`src/rtl/conv_pkg.sv`:
```
// conv_pkg: shared widths, window types and FSM state encoding for conv_mac_sched.
package conv_pkg;

  localparam int unsigned PIX_W    = 4;
  localparam int unsigned COEF_W   = 5;
  localparam int unsigned PROD_W   = 10;
  localparam int unsigned ACC_W    = 14;
  localparam int unsigned NUM_TAPS = 9;
  localparam int unsigned TAP_W    = 4;

  // Requester identifiers; also the encoding of result_id and the round-robin pointer.
  localparam logic REQ_X = 1'b0;
  localparam logic REQ_Y = 1'b1;

  typedef logic [2:0][2:0][PIX_W-1:0]  pix_win_t;
  typedef logic [2:0][2:0][COEF_W-1:0] coef_win_t;

  typedef enum logic [1:0] {
    StIdle,
    StLoad,
    StCalc,
    StDone
  } state_e;

endpackage

```
`src/rtl/conv_mac_sched_if.sv`:
```
// conv_mac_sched_if: request/window bus from the two requesters plus the result bus.
interface conv_mac_sched_if;
  import conv_pkg::*;

  logic             x_req;
  logic             y_req;
  pix_win_t         x_pixels;
  pix_win_t         y_pixels;
  coef_win_t        x_filter;
  coef_win_t        y_filter;
  logic             x_grant;
  logic             y_grant;
  logic             busy;
  logic [ACC_W-1:0] result;
  logic             result_valid;
  logic             result_id;

  // Requester side.
  modport master (
    output x_req, y_req, x_pixels, y_pixels, x_filter, y_filter,
    input  x_grant, y_grant, busy, result, result_valid, result_id
  );

  // Scheduler side.
  modport slave (
    input  x_req, y_req, x_pixels, y_pixels, x_filter, y_filter,
    output x_grant, y_grant, busy, result, result_valid, result_id
  );

endinterface

```
`src/rtl/conv_rr_arb.sv`:
```
// conv_rr_arb: two-way round-robin pick. i_ptr is the last-served requester
// (0 = X, 1 = Y); on a tie the other one wins, a sole requester always wins.
module conv_rr_arb (
  input  logic i_x_req,
  input  logic i_y_req,
  input  logic i_ptr,
  output logic o_winner,
  output logic o_valid
);

  // Winner select: tie goes away from the pointer, otherwise whoever is asking.
  always_comb begin
    o_valid = i_x_req | i_y_req;
    if (i_x_req && i_y_req) begin
      o_winner = ~i_ptr;
    end else begin
      o_winner = i_y_req;
    end
  end

endmodule

```
`src/rtl/n_bitmultiplier.sv`:
```
// n_bitmultiplier: unsigned N x N combinational multiplier with a 2N-bit product.
module n_bitmultiplier #(
  parameter int unsigned N = 5
) (
  input  logic [N-1:0]   i_a,
  input  logic [N-1:0]   i_b,
  output logic [2*N-1:0] o_p
);

  localparam int unsigned PW = 2 * N;

  // Full-width product, operands zero-extended so nothing is truncated.
  always_comb begin
    o_p = PW'(i_a) * PW'(i_b);
  end

endmodule

```
`src/rtl/conv_mac_sched.sv`:
```
// conv_mac_sched: arbitrates two 3x3 convolution requesters onto one shared
// multiplier, one tap per cycle: IDLE -> LOAD -> CALC(9) -> DONE -> IDLE.
// Optional macro CONV_SHIFT_EN: result reports the accumulator shifted right by 2.
module conv_mac_sched
  import conv_pkg::*;
(
  input  logic             clk,
  input  logic             rst,
  conv_mac_sched_if.slave  bus
);

  state_e            r_state;
  state_e            w_state_next;
  logic              r_sel;
  logic              r_ptr;
  logic [TAP_W-1:0]  r_tap;
  logic [PIX_W-1:0]  r_pix  [NUM_TAPS];
  logic [COEF_W-1:0] r_coef [NUM_TAPS];
  logic [ACC_W-1:0]  r_acc;
  logic [ACC_W-1:0]  r_result;

  logic              w_winner;
  logic              w_win_valid;
  logic              w_last_tap;
  pix_win_t          w_pix_sel;
  coef_win_t         w_coef_sel;
  logic [PIX_W-1:0]  w_tap_pix;
  logic [COEF_W-1:0] w_tap_coef;
  logic [PROD_W-1:0] w_prod;
  logic [ACC_W-1:0]  w_acc_sum;
  logic [ACC_W-1:0]  w_result_next;

  conv_rr_arb u_arb (
    .i_x_req  (bus.x_req),
    .i_y_req  (bus.y_req),
    .i_ptr    (r_ptr),
    .o_winner (w_winner),
    .o_valid  (w_win_valid)
  );

  // Pixels are zero-extended to the coefficient width so one 5x5 multiplier serves both.
  n_bitmultiplier #(
    .N (COEF_W)
  ) u_mult (
    .i_a (COEF_W'(w_tap_pix)),
    .i_b (w_tap_coef),
    .o_p (w_prod)
  );

  assign w_last_tap = (r_tap == TAP_W'(NUM_TAPS - 1));
  assign w_acc_sum  = r_acc + ACC_W'(w_prod);

`ifdef CONV_SHIFT_EN
  assign w_result_next = w_acc_sum >> 2;
`else
  assign w_result_next = w_acc_sum;
`endif

  // Route the selected requester's window toward the capture registers.
  always_comb begin
    w_pix_sel  = (r_sel == REQ_Y) ? bus.y_pixels : bus.x_pixels;
    w_coef_sel = (r_sel == REQ_Y) ? bus.y_filter : bus.x_filter;
  end

  // Pick tap r_tap out of the captured row-major window.
  always_comb begin
    w_tap_pix  = '0;
    w_tap_coef = '0;
    for (int k = 0; k < NUM_TAPS; k++) begin
      if (r_tap == TAP_W'(k)) begin
        w_tap_pix  = r_pix[k];
        w_tap_coef = r_coef[k];
      end
    end
  end

  // State register.
  always_ff @(posedge clk or posedge rst) begin
    if (rst) begin
      r_state <= StIdle;
    end else begin
      r_state <= w_state_next;
    end
  end

  // Next-state and handshake/result outputs; requests only matter in IDLE.
  always_comb begin
    w_state_next     = r_state;
    bus.x_grant      = 1'b0;
    bus.y_grant      = 1'b0;
    bus.busy         = 1'b1;
    bus.result_valid = 1'b0;
    bus.result       = r_result;
    bus.result_id    = r_sel;
    unique case (r_state)
      StIdle: begin
        bus.busy = 1'b0;
        if (w_win_valid) begin
          w_state_next = StLoad;
        end
      end
      StLoad: begin
        bus.x_grant  = (r_sel == REQ_X);
        bus.y_grant  = (r_sel == REQ_Y);
        w_state_next = StCalc;
      end
      StCalc: begin
        if (w_last_tap) begin
          w_state_next = StDone;
        end
      end
      StDone: begin
        bus.result_valid = 1'b1;
        w_state_next     = StIdle;
      end
      default: w_state_next = StIdle;
    endcase
  end

  // Datapath: latch the winner, capture the window at the grant, accumulate taps.
  always_ff @(posedge clk or posedge rst) begin
    if (rst) begin
      r_sel    <= REQ_X;
      r_ptr    <= REQ_Y;
      r_tap    <= '0;
      r_acc    <= '0;
      r_result <= '0;
      for (int k = 0; k < NUM_TAPS; k++) begin
        r_pix[k]  <= '0;
        r_coef[k] <= '0;
      end
    end else begin
      unique case (r_state)
        StIdle: begin
          if (w_win_valid) begin
            r_sel <= w_winner;
          end
        end
        StLoad: begin
          for (int i = 0; i < 3; i++) begin
            for (int j = 0; j < 3; j++) begin
              r_pix[i*3+j]  <= w_pix_sel[i][j];
              r_coef[i*3+j] <= w_coef_sel[i][j];
            end
          end
          r_acc <= '0;
          r_tap <= '0;
          r_ptr <= r_sel;
        end
        StCalc: begin
          r_acc <= w_acc_sum;
          r_tap <= r_tap + TAP_W'(1);
          if (w_last_tap) begin
            r_result <= w_result_next;
          end
        end
        default: ;
      endcase
    end
  end

endmodule

```
`src/flat_wrapper.sv`:
```
// flat-port wrapper written by rule: the top's interface ports become plain ports
module conv_mac_sched_flat import conv_pkg::*;
  (clk, rst, bus_x_req, bus_y_req, bus_x_pixels, bus_y_pixels, bus_x_filter, bus_y_filter, bus_x_grant, bus_y_grant, bus_busy, bus_result, bus_result_valid, bus_result_id);
  conv_mac_sched_if bus_i ();
  input  logic clk;
  input  logic rst;
  input wire logic [$bits(bus_i.x_req)-1:0] bus_x_req;
  input wire logic [$bits(bus_i.y_req)-1:0] bus_y_req;
  input wire logic [$bits(bus_i.x_pixels)-1:0] bus_x_pixels;
  input wire logic [$bits(bus_i.y_pixels)-1:0] bus_y_pixels;
  input wire logic [$bits(bus_i.x_filter)-1:0] bus_x_filter;
  input wire logic [$bits(bus_i.y_filter)-1:0] bus_y_filter;
  output wire logic [$bits(bus_i.x_grant)-1:0] bus_x_grant;
  output wire logic [$bits(bus_i.y_grant)-1:0] bus_y_grant;
  output wire logic [$bits(bus_i.busy)-1:0] bus_busy;
  output wire logic [$bits(bus_i.result)-1:0] bus_result;
  output wire logic [$bits(bus_i.result_valid)-1:0] bus_result_valid;
  output wire logic [$bits(bus_i.result_id)-1:0] bus_result_id;
  assign bus_i.x_req = bus_x_req;
  assign bus_i.y_req = bus_y_req;
  assign bus_i.x_pixels = bus_x_pixels;
  assign bus_i.y_pixels = bus_y_pixels;
  assign bus_i.x_filter = bus_x_filter;
  assign bus_i.y_filter = bus_y_filter;
  assign bus_x_grant = bus_i.x_grant;
  assign bus_y_grant = bus_i.y_grant;
  assign bus_busy = bus_i.busy;
  assign bus_result = bus_i.result;
  assign bus_result_valid = bus_i.result_valid;
  assign bus_result_id = bus_i.result_id;
  conv_mac_sched u_core (.clk(clk), .rst(rst), .bus(bus_i));
endmodule
```
`config.mk`:
```
export PLATFORM = sky130hd
export DESIGN_NAME = conv_mac_sched_flat
export DESIGN_NICKNAME = d
export VERILOG_FILES = /design/src/rtl/conv_pkg.sv /design/src/rtl/conv_mac_sched_if.sv /design/src/rtl/conv_rr_arb.sv /design/src/rtl/n_bitmultiplier.sv /design/src/rtl/conv_mac_sched.sv /design/src/flat_wrapper.sv
export SDC_FILE = /design/constraint.sdc
export NUM_CORES = 1
export LEC_CHECK = 0
export CORE_ASPECT_RATIO = 1.4
export CORE_MARGIN = 5
export CORE_UTILIZATION = 50
export CTS_CLUSTER_DIAMETER = 200
export DETAILED_ROUTE_END_ITERATION = 8
export GPL_TIMING_DRIVEN = 1
export HOLD_SLACK_MARGIN = 0.08
export PLACE_DENSITY_LB_ADDON = 0.3
export SKIP_LAST_GASP = 1
export SYNTH_ARGS = -nofsm -noshare
export SYNTH_HDL_FRONTEND = slang
export SYNTH_SLANG_ARGS = --single-unit
```
`constraint.sdc`:
```
create_clock -name clk -period 7.04 [get_ports clk]
set_input_delay 1.056 -clock clk [delete_from_list [all_inputs] [get_ports clk]]
set_output_delay 1.056 -clock clk [all_outputs]
set_load 0.01 [all_outputs]
```
==> impl_metrics.env, run 1 <==
export IMPL_synth_net_count=978
export IMPL_outcome="finished, final reports clean"
export IMPL_core_region_area_mm2=0.0144
export IMPL_post_cts_resized=0
export IMPL_drtPass1Iterations=5
export IMPL_num_nets_final=1137
export IMPL_rsz0062_at_grt="false"
export IMPL_relSlewSlack=0.272
export IMPL_ys_warnings_count=0
export IMPL_design_die_area_mm2=0.0171
export IMPL_numCtsBuffers=17
export IMPL_period_needed_ns=6.49
export IMPL_ys_seq_area_frac=0.403
export IMPL_slowest_stage="fa_1"
export IMPL_ys_seq_elements=117
export IMPL_clk_path_buf_depth=2
export IMPL_ios=185
export IMPL_drive_above_1_share=0.0752
export IMPL_end_kind="flip-flop"
export IMPL_grt_pass1_vias=6590
export IMPL_cts_clk_slew_worst_paths_ns=0.06
export IMPL_r2r_cells=24
export IMPL_grt_pass1_wl_um=33300
export IMPL_min_period_over_period=0.921
export IMPL_route_vias_total=6277
export IMPL_clock_sinks=117
export IMPL_synth_area_per_cell_um2=9.41
export IMPL_setup_viol=0
export IMPL_antenna_found_initial=0
export IMPL_slew_violations=0
export IMPL_start_util=0.506
export IMPL_final_common_cell="clkdlybuf4s50_1"
export IMPL_critPathRequiredTime_ns=7.34
export IMPL_crit_path_max_fanout=14
export IMPL_track_usage=0.240
export IMPL_place_congestion=0.844
export IMPL_crit_arrival_ns=6.79
export IMPL_synth_edf_count=0
export IMPL_root_buffer="clkbuf_16"
export IMPL_die_w_um=112
export IMPL_drc=0
export IMPL_diodes=0
export IMPL_grt_max_degree=123
export IMPL_max_freq_ghz=0.154
export IMPL_cts_tree="built"
export IMPL_tightest_slew_ns=1.09
export IMPL_syn2layout_area_growth_pct=34.8
export IMPL_cts_setup_buffers=0
export IMPL_max_cap_violations=0
export IMPL_cpPeakStageDelay_ns=0.55
export IMPL_port_buffers=184
export IMPL_cp_cell_sequence="inv_1, ha_1, or4_1, a21oi_2, a211o_1, a221oi_2, nor2_1, fa_1, inv_1, fa_1, inv_1, ha_1, nor2b_1, o21ai_0, a21boi_0, or4b_1, nand3_1, ha_1, and2_1, a221o_1, a31oi_1, buf_4, nor4_1, a211o_1"
export IMPL_wl_per_cell_um=17.7
export IMPL_cts_hold_buf=0
export IMPL_ys_types=59
export IMPL_ys_flop_type="dfrtp_1"
export IMPL_fin_setup_tns_ns=0
export IMPL_routed_wirelength_um=20100
export IMPL_synthArstFlopShare=1.00
export IMPL_skew_ns=0.0109
export IMPL_die_y_um=153
export IMPL_cts_htree_levels=4
export IMPL_r2r_slack_ns=0.55
export IMPL_grt_overflow_total=0
export IMPL_dp_hpwl_um=14300
export IMPL_synth_area_mm2=0.00727
export IMPL_hold_viol=0
export IMPL_num_rows=52
export IMPL_clock_latency_ns=0.41
export IMPL_netlist_instances=773
export IMPL_drt_iter0_markers=303
export IMPL_critPathKind="reg -> reg"
export IMPL_hold_class="reg -> reg"
export IMPL_ant_nets=0
export IMPL_worstHoldPathCells=2
export IMPL_layout_common_cells="clkdlybuf4s50_1 (184), dfrtp_1 (115), nor2_1 (105)"
export IMPL_critPathLaunchType="flip-flop"
export IMPL_vias_per_cell=5.54
## worst paths after layout
check / startpoint / to
worst max-delay path: u_core.r_tap[0]$_DFFE_PP0P_ / u_core.r_acc[11]$_DFFE_PP0P_
max in group asynchronous: rst / u_core.r_coef[20]$_DFFE_PP0N_
worst min-delay path: u_core.bus.result[2]$_DFFE_PP0P_ / u_core.bus.result[2]$_DFFE_PP0P_
worst max register to register: u_core.r_tap[0]$_DFFE_PP0P_ / u_core.r_acc[11]$_DFFE_PP0P_
min in group asynchronous: rst / u_core.r_acc[11]$_DFFE_PP0P_
worst min register to register: u_core.bus.result[2]$_DFFE_PP0P_ / u_core.bus.result[2]$_DFFE_PP0P_
## metal layers
| metal | part of all wire | wire [µm] | vias to the layer above | GRT usage |
|---|---|---|---|---|
| met5 | 0 | 0 | - | 0 |
| met4 | 0.029 | 575 | 0 | 0.0997 |
| met3 | 0.067 | 1350 | 43 | 0.0628 |
| met2 | 0.50 | 10100 | 222 | 0.407 |
| met1 | 0.40 | 8050 | 2950 | 0.287 |
| li1 | - | - | 3062 | - |
## flip-flops by register name, summed over array words and instances, names as in the netlist
signal / flops
u_core.r_coef: 45
u_core.bus.result: 14
u_core.r_ptr: 1
u_core.r_tap: 4
u_core.r_pix: 36
u_core.r_acc: 14
u_core.r_state: 2
u_core.bus.result_id: 1
## logic make-up after synthesis
kind of cell / count (synthesis) / share of synthesized area
flip-flops: 117 / 0.403
multiplexers: 86 / 0.119
AO/OA/AOI/OAI: 204 / 0.186
AND/OR/NAND/NOR: 242 / 0.158
XOR/XNOR: 12 / 0.0145
buffers and inverters: 73 / 0.0458
adder cells (fa/ha/maj): 39 / 0.0743
## worst max-delay path, delay by kind of cell, from the launching register on
| kind | cells | cell delay (ns) |
|---|---|---|
| AND/OR/NAND/NOR | 7 | 1.63 |
| adder cells (fa/ha/maj) | 5 | 2.13 |
| buffers and inverters | 4 | 0.43 |
| flip-flops | 1 | 0.41 |
| AO/OA/AOI/OAI | 8 | 1.77 |
## per-stage QoR
stage | util | hold slack, ns | instances | setup slack, ns | instance area (µm²)
CTS | 0.682 | 0.486 | 1133 | 0.598 | 9800
floorplan | - | 0.458 | 773 | 1.33 | 7270
global placement | 0.638 | 0.468 | 1102 | 0.842 | 9170
finish | 0.682 | 0.483 | 1133 | 0.553 | 9800
detailed placement | 0.638 | 0.470 | 1102 | 0.625 | 9170
global route | 0.682 | 0.516 | 1133 | 0.0719 | 9800
## layout make-up
type	instances	area (µm²)
inverter	22	85.1
clock buffer	19	453
timing repair buffer	191	1890
sequential	117	2930
clock inverter	12	179
fill	1108	4580
multi-input combinational	583	4020
tap	189	236
## cell usage after synthesis (all sizes together) (2+ instances only)
master | n | area, µm²
o21bai | 2 | 15.0
nor3 | 11 | 55.1
a211oi | 2 | 15.0
o31ai | 4 | 30.0
nand2b | 11 | 68.8
nor2b | 21 | 131
and2 | 2 | 12.5
a21oi | 108 | 559
a31oi | 5 | 37.5
a221oi | 18 | 214
nor2 | 108 | 418
inv | 22 | 82.6
nand3b | 18 | 135
nand3 | 9 | 45.0
ha | 32 | 400
a211o | 10 | 91.3
o21ai | 24 | 120
xor2 | 5 | 43.8
or3 | 2 | 12.5
mux2i | 82 | 821
o2111ai | 2 | 17.5
nand2 | 47 | 176
clkbuf | 31 | 126
or2 | 5 | 31.3
fa | 7 | 140
or4 | 4 | 30.0
buf | 20 | 124
xnor2 | 7 | 61.3
dfrtp | 116 | 2900
mux2 | 4 | 45.0
o2bb2ai | 7 | 61.3
a21o | 11 | 85.1
Power of run 1 is left out: the tool's default activity adds up to more than one toggle a clock period on the data nets, which glitch-free logic cannot reach.
==> run 2: changes to the inputs <==
--- a/config.mk
+++ b/config.mk
@@ -14,6 +14,8 @@
 export HOLD_SLACK_MARGIN = 0.08
 export PLACE_DENSITY_LB_ADDON = 0.3
 export SKIP_LAST_GASP = 1
+export SLEW_MARGIN = 20
 export SYNTH_ARGS = -nofsm -noshare
 export SYNTH_HDL_FRONTEND = slang
 export SYNTH_SLANG_ARGS = --single-unit
+export TNS_END_PERCENT = 10
==> run 2 against run 1 <==
Worst setup slack worse by 0.0072 ns. Wire length is 0.17% lower. Fmax is 0.11% lower. Largest cell class unchanged. Design area hardly changed. First-iteration DRC count is 2.0% higher. Clock skew is 0.0015 ns lower. Critical path depth stayed put. Flip-flop and latch count stayed put. Non-clock buffer count stayed put.
==> impl_metrics.env, run 2 (synthesized netlist as in run 1, its figures left out) <==
export IMPL_placement_cell_area_mm2=0.00917
export IMPL_max_cap_violations=0
export IMPL_cp_cell_sequence="inv_1, ha_1, or4_1, a21oi_2, a211o_1, a221oi_2, nor2_1, fa_1, inv_1, fa_1, inv_1, ha_1, nor2b_1, o21ai_0, a21boi_0, or4b_1, nand3_1, ha_1, and2_1, a221o_1, a31oi_1, buf_4, nor4_1, a211o_1"
export IMPL_track_usage=0.240
export IMPL_max_freq_ghz=0.154
export IMPL_post_cts_resized=0
export IMPL_core_region_area_mm2=0.0144
export IMPL_place_congestion=0.844
export IMPL_dp_hpwl_um=14300
export IMPL_syn2layout_area_growth_pct=34.9
export IMPL_setup_viol=0
export IMPL_die_y_um=153
export IMPL_top_regs="u_core.r_coef x45, u_core.r_pix x36"
export IMPL_numCtsBuffers=17
export IMPL_cts_clk_slew_worst_paths_ns=0.06
export IMPL_grt_overflow_total=0
export IMPL_stdcell_area_mm2=0.00981
export IMPL_grt_pass1_wl_um=33300
export IMPL_diodes=0
export IMPL_period_needed_ns=6.49
export IMPL_hold_class="reg -> reg"
export IMPL_cts_tree="built"
export IMPL_num_nets_final=1137
export IMPL_grt_pass1_vias=6590
export IMPL_fin_setup_tns_ns=0
export IMPL_place_inst=1102
export IMPL_tightest_slew_ns=0.791
export IMPL_clock_latency_ns=0.41
export IMPL_start_util=0.506
export IMPL_cts_htree_levels=4
export IMPL_ios=185
export IMPL_critPathRequiredTime_ns=7.34
export IMPL_drc=0
export IMPL_num_rows=52
export IMPL_multiInputGateArea_mm2=0.00402
export IMPL_path_buf_inv=4
export IMPL_critPathKind="reg -> reg"
export IMPL_grt_max_degree=123
export IMPL_root_buffer="clkbuf_16"
export IMPL_fillCellCount=1107
export IMPL_antenna_found_initial=0
export IMPL_cpPeakStageDelay_ns=0.55
export IMPL_design_die_area_mm2=0.0171
export IMPL_met1_length_um=8030
export IMPL_slowest_stage="fa_1"
export IMPL_clk_path_buf_depth=2
export IMPL_final_cells=1133
export IMPL_routed_wirelength_um=20100
export IMPL_maxUsedRoutingLayer="met4"
export IMPL_hold_viol=0
export IMPL_cts_hold_buf=0
export IMPL_cp_top_family="adder cells"
export IMPL_utilization=0.682
export IMPL_layout_common_cells="clkdlybuf4s50_1 (184), dfrtp_1 (115), nor2_1 (105)"
export IMPL_largest_reg_flops=45
export IMPL_route_vias_total=6274
export IMPL_rsz0062_at_grt="false"
export IMPL_regArea_mm2=0.00293
export IMPL_cts_setup_buffers=0
export IMPL_wl_met3_um=1320
export IMPL_hp_start="u_core.bus.result[2]$_DFFE_PP0P_"
export IMPL_vias_per_cell=5.54
export IMPL_wl_per_cell_um=17.7
export IMPL_min_period_over_period=0.922
export IMPL_drt_iter0_markers=309
export IMPL_port_buffers=184
export IMPL_die_w_um=112
export IMPL_skew_ns=0.00942
export IMPL_crit_arrival_ns=6.79
export IMPL_largest_register="u_core.r_coef"
export IMPL_drtPass1Iterations=5
export IMPL_route_met2_wl_um=10100
export IMPL_drive_above_1_share=0.0752
export IMPL_final_common_cell="clkdlybuf4s50_1"
export IMPL_relSlewSlack=0.472
export IMPL_slew_violations=0
export IMPL_r2r_start="u_core.r_tap[0]$_DFFE_PP0P_"
export IMPL_clock_sinks=117
export IMPL_ant_nets=0
export IMPL_crit_path_start="u_core.r_tap[0]$_DFFE_PP0P_"
export IMPL_outcome="finished, final reports clean"
export IMPL_end_kind="flip-flop"
export IMPL_critPathLaunchType="flip-flop"
export IMPL_crit_path_max_fanout=14
[run 2: per-layer routing]
layer,global-route usage,up-vias
li1,-,3059
met1,0.287,2966
met2,0.407,205
met3,0.0628,44
met4,0.0997,0
met5,0,-
[run 2: tightest hold or removal path: stages (launching register included)]
cell,delay [ns]
dfrtp_1,0.34
nand2_1,0.05
o21ai_0,0.06
[run 2: area by class of cell]
class,instances,area share
Clock buffer,19,0.0462
Clock inverter,12,0.0182
Inverter,22,0.00868
Multi-Input combinational cell,583,0.410
Sequential cell,117,0.299
Tap cell,189,0.0241
Timing Repair Buffer,191,0.194
[run 2: worst paths after layout]
check,endpoint,slack [ns],cells after the start
setup / recovery,u_core.r_acc[11]$_DFFE_PP0P_,0.55,24
hold / removal,u_core.bus.result[2]$_DFFE_PP0P_,0.48,2
setup reg to reg,u_core.r_acc[11]$_DFFE_PP0P_,0.55,24
hold reg to reg,u_core.bus.result[2]$_DFFE_PP0P_,0.48,2
max in group asynchronous,u_core.r_coef[20]$_DFFE_PP0N_,4.72,3
min in group asynchronous,u_core.r_acc[11]$_DFFE_PP0P_,1.08,2
[run 2: per-stage QoR]
stage | setup slack [ns] | hold slack, ns
after floorplan | 1.33 | 0.458
after global placement | 0.842 | 0.468
after detailed placement | 0.625 | 0.470
after CTS | 0.598 | 0.486
after global routing | 0.0719 | 0.516
final | 0.546 | 0.483
Power of run 2 is left out for the same reason.
==> run 3: changes to the inputs <==
--- a/config.mk
+++ b/config.mk
@@ -6,9 +6,9 @@
 export NUM_CORES = 1
 export LEC_CHECK = 0
 export CORE_ASPECT_RATIO = 1.4
-export CORE_MARGIN = 5
+export CORE_MARGIN = 2
 export CORE_UTILIZATION = 50
-export CTS_CLUSTER_DIAMETER = 200
+export CTS_CLUSTER_DIAMETER = 40
 export DETAILED_ROUTE_END_ITERATION = 8
 export GPL_TIMING_DRIVEN = 1
 export HOLD_SLACK_MARGIN = 0.08
==> run 3 against run 2 <==
Die area fell by 9.1%. Sequential share of layout area rose by 0.27 points. Critical path depth did not move. Largest cell class unchanged. Register-to-register slack improved by 0.04 ns. Fmax rose by 0.65%.
==> impl_metrics.env, run 3 (synthesized netlist as in run 1, its figures left out) <==
export IMPL_root_buffer="clkbuf_16"
export IMPL_swShare=0.476
export IMPL_layout_common_cells="clkdlybuf4s50_1 (184), dfrtp_1 (115), nor2_1 (105)"
export IMPL_crit_arrival_ns=6.74
export IMPL_grt_overflow_total=0
export IMPL_cts_clk_slew_worst_paths_ns=0.05
export IMPL_leakage_nw=4.18
export IMPL_drtPass1Iterations=5
export IMPL_irDropWorstVdd_mv=1.10
export IMPL_clock_latency_ns=0.41
export IMPL_met1_length_um=7660
export IMPL_end_kind="flip-flop"
export IMPL_grt_pass1_vias=6361
export IMPL_skew_ns=0.0118
export IMPL_multiInputGateArea_mm2=0.00402
export IMPL_fin_setup_tns_ns=0
export IMPL_regArea_mm2=0.00293
export IMPL_wl_per_cell_um=16.9
export IMPL_dp_hpwl_um=13700
export IMPL_route_met2_wl_um=10100
export IMPL_hold_class="reg -> reg"
export IMPL_port_buffers=184
export IMPL_grt_max_degree=88
export IMPL_syn2layout_area_growth_pct=33.7
export IMPL_track_usage=0.253
export IMPL_cp_cell_sequence="inv_1, ha_1, nand3b_1, a21oi_2, a211o_2, a221oi_2, nor2_1, fa_1, inv_1, fa_1, inv_1, ha_1, nor2b_1, o21ai_0, a21boi_0, or4b_1, nand3_1, ha_1, and2_1, a221o_1, a31oi_1, buf_4, nor4_1, a211o_1"
export IMPL_p_sw_mw=2.89
export IMPL_design_die_area_mm2=0.0155
export IMPL_num_rows=52
export IMPL_start_util=0.508
export IMPL_die_w_um=106
export IMPL_critPathLaunchType="flip-flop"
export IMPL_placement_cell_area_mm2=0.00918
export IMPL_num_nets_final=1138
export IMPL_route_vias_total=6312
export IMPL_drt_iter0_markers=315
export IMPL_post_cts_resized=0
export IMPL_maxUsedRoutingLayer="met4"
export IMPL_core_region_area_mm2=0.0143
export IMPL_drive_above_1_share=0.0731
export IMPL_holdWs_ns=0.488
export IMPL_cpPeakStageDelay_ns=0.66
export IMPL_rsz0062_at_grt="false"
export IMPL_critPathRequiredTime_ns=7.33
export IMPL_outcome="finished, final reports clean"
export IMPL_place_congestion=0.839
export IMPL_cts_setup_buffers=0
export IMPL_p_per_area_mw_per_mm2=625
export IMPL_routed_wirelength_um=19200
export IMPL_critPathKind="reg -> reg"
export IMPL_p_int_mw=3.19
export IMPL_clk_path_buf_depth=2
export IMPL_vias_per_cell=5.57
export IMPL_largest_reg_flops=45
export IMPL_relSlewSlack=0.390
export IMPL_period_needed_ns=6.45
export IMPL_max_cap_violations=0
export IMPL_slowest_stage="ha_1"
export IMPL_top_regs="u_core.r_coef x45, u_core.r_pix x36"
export IMPL_antenna_found_initial=0
export IMPL_final_common_cell="clkdlybuf4s50_1"
export IMPL_slew_violations=0
export IMPL_power_frac_seq=0.203
export IMPL_crit_path_max_fanout=25
export IMPL_drc=0
export IMPL_die_y_um=147
export IMPL_cp_top_family="adder cells"
export IMPL_ant_nets=0
export IMPL_numCtsBuffers=17
export IMPL_cts_tree="built"
export IMPL_min_period_over_period=0.917
export IMPL_tightest_slew_ns=0.915
export IMPL_largest_register="u_core.r_coef"
export IMPL_comb_power_share=0.666
export IMPL_max_freq_ghz=0.155
export IMPL_diodes=0
export IMPL_clock_sinks=117
export IMPL_path_buf_inv=4
export IMPL_ios=185
export IMPL_fillCellCount=1134
export IMPL_grt_pass1_wl_um=31600
export IMPL_cts_htree_levels=4
export IMPL_hold_viol=0
export IMPL_finalPower_mw=6.08
export IMPL_cts_hold_buf=0
export IMPL_wl_met3_um=1080
export IMPL_stdcell_area_mm2=0.00972
export IMPL_pwr_share_clk=0.131
export IMPL_setup_viol=0
==> run 3: cell types whose count changed in the layout (fill, tap and decap cells not counted) <==
cell / before / now
buf_4: 6 / 8
buf_6: 1 / 0
bufinv_16: 4 / 1
clkbuf_1: 0 / 2
clkinv_2: 2 / 4
clkinv_4: 3 / 1
==> run 3: worst paths after layout <==
kind                       depth (start not counted)                        startpoint                                 to  slack (ns)
min                                                2  u_core.bus.result[5]$_DFFE_PP0P_   u_core.bus.result[5]$_DFFE_PP0P_        0.49
min in group asynchronous                          2                               rst  u_core.bus.result[10]$_DFFE_PP0P_        1.04
max                                               24       u_core.r_tap[1]$_DFFE_PP0P_       u_core.r_acc[11]$_DFFE_PP0P_        0.59
min reg2reg                                        2  u_core.bus.result[5]$_DFFE_PP0P_   u_core.bus.result[5]$_DFFE_PP0P_        0.49
max in group asynchronous                          3                               rst      u_core.r_coef[30]$_DFFE_PP0N_        4.68
max reg2reg                                       24       u_core.r_tap[1]$_DFFE_PP0P_       u_core.r_acc[11]$_DFFE_PP0P_        0.59
==> run 3: routing by layer <==
layer / track usage / vias up
met5: 0 / -
met1: 0.308 / 3017
met3: 0.0470 / 26
met2: 0.451 / 208
li1: - / 3061
met4: 0.0836 / 0
==> run 3: stage by stage <==
step	setup slack, ns	utilization	cells
after floorplan	1.33	-	773
after CTS	0.564	0.679	1133
final	0.588	0.679	1133
after global placement	0.840	0.641	1103
after global routing	0.212	0.679	1133
after detailed placement	0.612	0.641	1103
==> run 3: layout make-up <==
type                    instances  area share
repair buffers                192       0.196
multi-input cells             583       0.414
flip-flops and latches        117       0.302
inverters                      22     0.00875
well taps                     189      0.0243
clock buffers                  21      0.0474
clock inverters                 9     0.00837
==> run 3: worst register-to-register path, delay by kind of cell (launching register included) <==
family / cells / cell delay [ns]
adders and majority gates: 5 / 2.30
DFF: 1 / 0.41
AOI/OAI and AO/OA: 8 / 1.86
and+or+nand+nor: 7 / 1.35
buffers and inverters: 4 / 0.43
==> run 3: power groups by stage <==
| stage | Combinational [mW] | Clock (mW) | Sequential, mW |
|---|---|---|---|
| floorplan | 3.16 | 0 | 1.11 |
| global placement | 3.91 | 0 | 1.23 |
| detailed placement | 4.00 | 0 | 1.23 |
| CTS | 4.07 | 0.803 | 1.23 |
| global route | 4.56 | 0.834 | 1.26 |
| finish | 4.05 | 0.796 | 1.23 |
Note: power is estimated with default switching activity, not from simulation.
